### config.mk
export PLATFORM = sky130hd
export DESIGN_NAME = uart_tx_arbiter
export DESIGN_NICKNAME = d
export VERILOG_FILES = /design/src/rtl/uart_tx_arbiter.sv
export SDC_FILE = /design/constraint.sdc
export NUM_CORES = 1
export LEC_CHECK = 0
export BUFFER_PORTS_ARGS = -buffer_cell sky130_fd_sc_hd__buf_2
export CAP_MARGIN = 20
export CORE_ASPECT_RATIO = 1.4
export CORE_MARGIN = 8
export CORE_UTILIZATION = 52
export DETAILED_ROUTE_END_ITERATION = 8
export PLACE_DENSITY_LB_ADDON = 0.25
export SLEW_MARGIN = 20
export SYNTH_ARGS = -nofsm -noshare
export SYNTH_HDL_FRONTEND = slang
export SYNTH_SLANG_ARGS = --single-unit
### constraint.sdc
create_clock -name clk -period 2.7 [get_ports clk]
set_clock_uncertainty 0.05 [all_clocks]
set_input_delay 0.675 -clock clk [delete_from_list [all_inputs] [get_ports clk]]
set_output_delay 0.675 -clock clk [all_outputs]
set_load 0.01 [all_outputs]
### src/rtl/uart_tx_arbiter.sv
// rtl/uart_tx_arbiter.sv - round-robin arbiter multiplexing requester byte bursts onto one UART transmitter
// Optional macro UART_ARB_ID_HEADER_EN prefixes each burst with an owner-id header byte {4'hA,1'b0,grant_id}.
module uart_tx_arbiter #(
    parameter int NREQ     = 4,
    parameter int LOCK_MAX = 16
) (
    input  logic              clk,
    input  logic              rst,
    input  logic [NREQ-1:0]   req_valid,
    input  logic [8*NREQ-1:0] req_data,
    input  logic [NREQ-1:0]   req_last,
    output logic [NREQ-1:0]   req_ready,
    output logic [7:0]        uart_tx_data,
    output logic              uart_tx_start,
    input  logic              uart_tx_ready,
    output logic [2:0]        grant_id,
    output logic              busy
);

    typedef enum logic [2:0] {IDLE, GRANT, SEND, WAIT, HDR} state_t;

    state_t          state_q;
    logic [2:0]      rr_ptr_q;
    logic [2:0]      grant_q;
    logic            busy_q;
    logic [NREQ-1:0] ready_q;
    logic            start_q;
    logic [7:0]      tx_data_q;
    logic [7:0]      byte_q;
    logic            last_q;
    logic [7:0]      count_q;
`ifdef UART_ARB_ID_HEADER_EN
    logic            hdr_q;
`endif

    // Requester vectors padded to 8 entries so a 3-bit owner index selects them directly.
    logic [7:0]  valid_pad;
    logic [7:0]  last_pad;
    logic [63:0] data_pad;
    assign valid_pad = 8'(req_valid);
    assign last_pad  = 8'(req_last);
    assign data_pad  = 64'(req_data);

    logic [2:0] arb_id_d;
    logic       arb_hit_d;
    logic [2:0] hi_id, lo_id;
    logic       hi_hit, lo_hit;
    logic       burst_done;

    // Round-robin: lowest valid index above rr_ptr wins, else wrap to the lowest valid index.
    always_comb begin
        hi_id  = '0;
        lo_id  = '0;
        hi_hit = 1'b0;
        lo_hit = 1'b0;
        for (int i = NREQ - 1; i >= 0; i--) begin
            if (req_valid[i]) begin
                if (3'(i) > rr_ptr_q) begin
                    hi_hit = 1'b1;
                    hi_id  = 3'(i);
                end else begin
                    lo_hit = 1'b1;
                    lo_id  = 3'(i);
                end
            end
        end
        arb_hit_d = hi_hit | lo_hit;
        arb_id_d  = hi_hit ? hi_id : lo_id;
    end

    assign burst_done = last_q || (count_q == 8'(LOCK_MAX)) || !valid_pad[grant_q];

    always_ff @(posedge clk or posedge rst) begin
        if (rst) begin
            state_q   <= IDLE;
            rr_ptr_q  <= 3'(NREQ - 1);
            grant_q   <= '0;
            busy_q    <= 1'b0;
            ready_q   <= '0;
            start_q   <= 1'b0;
            tx_data_q <= '0;
            byte_q    <= '0;
            last_q    <= 1'b0;
            count_q   <= '0;
`ifdef UART_ARB_ID_HEADER_EN
            hdr_q     <= 1'b0;
`endif
        end else begin
            ready_q <= '0;
            start_q <= 1'b0;
            case (state_q)
                IDLE: begin
                    if (arb_hit_d) begin
                        grant_q <= arb_id_d;
                        busy_q  <= 1'b1;
`ifdef UART_ARB_ID_HEADER_EN
                        state_q <= HDR;
`else
                        ready_q <= NREQ'(8'd1 << arb_id_d);
                        state_q <= GRANT;
`endif
                    end
                end
`ifdef UART_ARB_ID_HEADER_EN
                HDR: begin
                    byte_q  <= {4'hA, 1'b0, grant_q};
                    hdr_q   <= 1'b1;
                    state_q <= SEND;
                end
`endif
                GRANT: begin
                    if (valid_pad[grant_q]) begin
                        byte_q  <= data_pad[{grant_q, 3'b000} +: 8];
                        last_q  <= last_pad[grant_q];
                        count_q <= count_q + 8'd1;
                        state_q <= SEND;
                    end else begin
                        rr_ptr_q <= grant_q;
                        count_q  <= '0;
                        busy_q   <= 1'b0;
                        state_q  <= IDLE;
                    end
                end
                SEND: begin
                    if (uart_tx_ready) begin
                        tx_data_q <= byte_q;
                        start_q   <= 1'b1;
                        state_q   <= WAIT;
                    end
                end
                WAIT: begin
                    // start_q is high only on the first WAIT cycle, when the UART has not yet dropped ready.
                    if (!start_q && uart_tx_ready) begin
`ifdef UART_ARB_ID_HEADER_EN
                        if (hdr_q) begin
                            hdr_q   <= 1'b0;
                            ready_q <= NREQ'(8'd1 << grant_q);
                            state_q <= GRANT;
                        end else
`endif
                        if (burst_done) begin
                            rr_ptr_q <= grant_q;
                            count_q  <= '0;
                            busy_q   <= 1'b0;
                            state_q  <= IDLE;
                        end else begin
                            ready_q <= NREQ'(8'd1 << grant_q);
                            state_q <= GRANT;
                        end
                    end
                end
                default: state_q <= IDLE;
            endcase
        end
    end

    assign req_ready     = ready_q;
    assign uart_tx_data  = tx_data_q;
    assign uart_tx_start = start_q;
    assign grant_id      = grant_q;
    assign busy          = busy_q;

endmodule

Word-level counts from Yosys, hierarchy flattened
Cells that the tools add are included.
- reduce and logical (&&, ||, !) cells: 15
- magnitude comparators: 5
- equality and inequality tests: 9
- divide/modulo/power cells: 0
- multiply operators: 0
- shifts and indexed selects: 3
- bitwise gates (word level): 1
- multiplexer cells: 62
- add/subtract/negate cells: 1
- operator list (operator ; number):
    64-bit by 7-bit indexed part select with 8-bit output ; 1
    3-bit 2-to-1 mux ; 19
    1-bit 2-to-1 mux ; 25
    8-bit 2-to-1 mux ; 3
    8-bit case mux with 2 select lines ; 1
    4-bit 2-to-1 mux ; 3
    3-bit case mux with 4 select lines ; 1
    2-bit 2-to-1 mux ; 5
    2-bit != test (second input constant) ; 5
    8-bit by 1-bit adder with 8-bit output (second input constant) ; 1
    8-bit by 5-bit == test with 1-bit output (second input constant) ; 1
    4-bit case mux with 2 select lines ; 1
    1-bit by 3-bit left shift with 4-bit output (first input constant) ; 2
    1-bit binary-select mux with 3-bit select ; 2
    3-bit by 2-bit == test with 1-bit output (second input constant) ; 2
    1-bit by 3-bit greater-than comparator with 1-bit output (first input constant) ; 2
    2-bit by 3-bit greater-than comparator with 1-bit output (first input constant) ; 2
    3-bit case mux with 2 select lines ; 1
    2-bit AND reduction ; 3
    3-bit AND reduction ; 2
    5-bit AND reduction ; 1
    3-bit by 4-bit less-than comparator with 1-bit output (second input constant) ; 1
    4-bit AND reduction ; 1
    3-bit by 1-bit == test with 1-bit output (second input constant) ; 1
    other kinds (8) ; 10
- RAM bits: 0
- bits in latches: 0
- output and inout bits: 17
- logic and storage cells: 106
- bits in registers: 40
- ROM bits: 0
- input port bits: 43
- memories kept: 0

Logic depth before layout (Yosys ltp)
- depth after elaboration: 13
- gate-level depth with buffers: 7
- gate-level depth less buffers: 6

Worst setup path before layout
No wires, ideal clock.
- path kind: input to register
- start: input req_valid[3]
- end: register count_q[3]
- setup time: 0.126 ns
- path slack: 0.585 ns
- path buffers: 0
- arrival time: 1.939 ns
- stages on the path: 4
- cell sequence: mux4_2 o211a_4 or2_0 a221o_1
- cells in the longest elaborated chain, start to end: 6
- elaborated cells on any way between the ends: 8
- those cells by class: eq/ne (1); mux (4); reduce/logical (3)
- RTL lines (element ; line ; RTL):
    start: declaration ; 9 ; input logic [NREQ-1:0] req_valid,
    1-bit binary-select mux with 3-bit select (*) ; 71, 112 ;
    1-bit 2-to-1 mux (implied by the code) (*) ; 71, 112 ;
    1-bit zero test ; 71 ; assign burst_done = last_q || (count_q == 8'(LOCK_MAX)) || !valid_pad[grant_q];
    1-bit logical OR ; 71 ;
    2-bit != test (no line) ; -- ;
    3-bit AND reduction (no line) ; -- ;
    end signal: assignment ; 115 ; count_q <= count_q + 8'd1;
    end: declaration ; 31 ; logic [7:0] count_q;
Every way passes the cells marked *; elsewhere a longest branch is shown, timed or not. The select of a mux whose other input is x is not followed.
A chain may end at the register's enable or synchronous reset.

Final worst setup path
- start: register count_q[0]
- end: register count_q[3]
- cells in the longest elaborated chain, start to end: 5
- elaborated cells on any way between the ends: 8
- those cells by class: add/sub (1); eq/ne (2); mux (2); reduce/logical (3)
- RTL lines (element):
    branches (longest 5 deep; another with 8-bit by 1-bit adder with 8-bit output)
Parallel ways; which one is timed is not known.

==> flow_summary_export.csv <==
group,metric,value,unit
worst_setup_path,arrival,2.34,ns
detailed_routing,via_per_inst,5.855,
timing,fmax,449.4,MHz
worst_setup_path,cp-start-kind,"flip-flop",
die,die_area,0.006367,mm²
worst_setup_path,worst-path-max-fanout,12,
die,dieWidth,69.77,µm
outcome,status,"completed",
timing,slew_headroom,0.5575,
die,design.core.area,0.003919,mm²
pwr,ir_drop,666.7,µV
layout,fin_util,0.6501,
detailed_routing,routedWlPerCell,16.76,µm
flow_run,maxCapViolations,0,
place,io_buffers,58,
pwr,p_leak,0.001216,µW
detailed_routing,dr.pass1.iters,4,
yosys,synth-edff-count,0,
timing,report.final.slew_viol_count,0,
timing,worst_slew_pin_slew,0.6577,ns
detailed_routing,vias,1657,
yosys,syn_nets,226,
clocking,cts_tree,"done",
place,placed_cells,275,
worst_setup_path,required,2.81,ns
detailed_routing,antenna_left,0,
worst_setup_path,reg2reg_depth,6,
layout,areaGrowthSynthToFinish,21.05,%
grt,antenna_found_initial,0,
worst_setup_path,reg2reg_setup_slack,0.47,ns
place,place_congestion,0.8281,
worst_hold_path,min_path_type,"input port to async pin",
clocking,hold_buffers,0,
yosys,synth_seq_cells,37,
yosys,synthCells,177,
timing,setup_viol,0,
timing,min_period,2.225,ns
worst_setup_path,end_kind,"flip-flop",
layout,antenna_cells,0,
yosys,synth_cell_types,53,
worst_setup_path,reg2reg_to,"count_q[3]",
yosys,yosysWarningCount,0,
clocking,ctsResizeCount,0,
clocking,cts_made_buffers,5,
worst_setup_path,crit_start,"count_q[0]",
detailed_routing,drtIter0Drc,103,
yosys,synth-async-reset-ratio,1.000,
grt,overflow,0,
timing,finalHoldViolCount,0,
clocking,root_buffer,"clkbuf_8",
layout,fin_nets,288,
die,die_height,91.27,µm
timing,setup_tns,0,ns
yosys,yosysSeqAreaShare,0.4411,
place,hpwl,3.685,mm
clocking,postCtsSetupBuffers,0,
clocking,insertion_delay,0.28,ns
grt,first_global_vias,1683,
pwr,powerDensity,1063,mW/mm²
grt,track_usage,0.1487,
timing,rsz0062_at_grt,"false",
die,row_count,27,
yosys,synth_area,0.002105,mm²
layout,stdcell_count,283,
worst_setup_path,crit_type,"flip-flop to flip-flop",
yosys,avgSynthCellArea,11.89,µm²
yosys,synth_flop_cell,"dfrtp_1",
detailed_routing,routed_wirelength,4.742,mm
grt,grt_max_degree,38,
grt,grt_pass1_wl,7.728,mm
clocking,clockBufferDepth,2,
clocking,clock_sinks,37,
clocking,htreeDepth,2,
die,io_pins,60,
clocking,clkTransAtPathRegs,0.07,ns
die,start_util,0.5370,
detailed_routing,drc_errors,0,
worst_setup_path,crit_end,"count_q[3]",
worst_setup_path,reg2reg_from,"count_q[0]",
timing,finalCritPeriodShare,0.8242,
layout,layout-drive-gt1-share,0.4458,
==> synthesized netlist by cell type, drive strengths merged, types with 2 or more instances <==
master,n,share of area
a211o,3,0.012
a211oi,2,0.0095
a21o,3,0.011
a21oi,2,0.0048
a31oi,2,0.0059
and3b,2,0.0083
buf,7,0.026
dfrtp,35,0.42
dfstp,2,0.025
ha,6,0.036
inv,12,0.021
mux2,19,0.10
mux4,10,0.11
nand2,9,0.016
nand2b,4,0.012
nand3,5,0.012
nor2,4,0.0071
nor2b,2,0.0059
nor3,4,0.0095
o211a,2,0.013
o21a,2,0.0071
o21ai,10,0.024
o22ai,2,0.0059
o31ai,2,0.0071
o32ai,2,0.0083
or2,3,0.0089
or3,3,0.0089
==> per-stage QoR <==
step	hold WS [ns]	setup WS, ns	total power, µW	instance area (µm²)
2_1_floorplan	0.4250	0.5846	1895	2105
3_3_place_gp	0.4333	0.3519	2207	2427
3_5_place_dp	0.4380	0.3300	2241	2427
4_1_cts	0.4477	0.4802	2740	2547
5_1_grt	0.4642	0.3943	2907	2547
6_report	0.4357	0.4746	2708	2547
==> critical path: stages (launching register included) <==
cell	delay (ns)
dfrtp_1	0.44
inv_1	0.10
ha_1	0.14
or4b_4	0.47
o211a_4	0.32
or2_0	0.24
a221o_1	0.35
==> worst min path at each step <==
| stage | from | to | slack, ns | cells after the start |
|---|---|---|---|---|
| final | rst | uart_tx_data[2] | 0.44 | 3 |
| after global routing | uart_tx_data[2] | uart_tx_data[2] | 0.46 | 1 |
| after CTS | rst | uart_tx_data[2] | 0.45 | 3 |
| after detailed placement | uart_tx_data[6] | uart_tx_data[6] | 0.44 | 1 |
| after global placement | uart_tx_data[1] | uart_tx_data[1] | 0.43 | 1 |
| after floorplan | byte_q[0] | uart_tx_data[0] | 0.42 | 1 |
==> where the power goes <==
| group | internal, µW | leakage, µW | switching, µW |
|---|---|---|---|
| clock network | 300 | 0.0000574 | 191 |
| registers | 785 | 0.000463 | 132 |
| logic | 661 | 0.000696 | 639 |
| total | 1750 | 0.00122 | 962 |
==> cells by family after synthesis <==
logic type	Yosys count	synth area share
AO/OA/AOI/OAI	41	0.1463
AND/OR/NAND/NOR	42	0.1124
multiplexers	30	0.2134
other	1	0.001782
buffers and inverters	20	0.04934
adder cells (fa/ha/maj)	6	0.03567
flip-flops	37	0.4411
==> metal layers <==
metal,share of wire,global-route usage,routed length [µm]
met2,0.54,0.2620,2565
met1,0.38,0.1536,1799
met3,0.065,0.04466,308
met5,0,0,0
met4,0.015,0.07899,69
==> area by class of cell <==
type | instances | area, µm²
Fill cell | 312 | 1371
Multi-Input combinational cell | 120 | 1072
Sequential cell | 37 | 928.4
Timing Repair Buffer | 63 | 327.8
Clock buffer | 6 | 82.58
Tap cell | 43 | 53.80
Inverter | 12 | 45.04
Clock inverter | 2 | 37.54
==> cells in the final DEF (no fill, tap or decap), types with 3 or more instances in the layout <==
cell type,netlist,routed
a211o_1,3,3
a21o_1,3,3
buf_2,1,58
buf_4,1,5
clkbuf_8,0,6
dfrtp_1,35,35
ha_1,6,6
inv_1,12,12
mux2_2,17,17
mux4_2,10,10
nand2_1,9,9
nand2b_1,4,4
nand3_1,5,5
nor2_1,4,4
nor3_1,4,4
o21ai_0,9,9
or3_1,3,3
==> registers in the layout, indices dropped and copies added (netlist names) <==
name	flops
busy	1
byte_q	8
count_q	8
grant_id	2
last_q	1
req_ready	4
rr_ptr_q	2
state_q	2
uart_tx_data	8
uart_tx_start	1
Note: power is estimated with default switching activity, not from simulation.
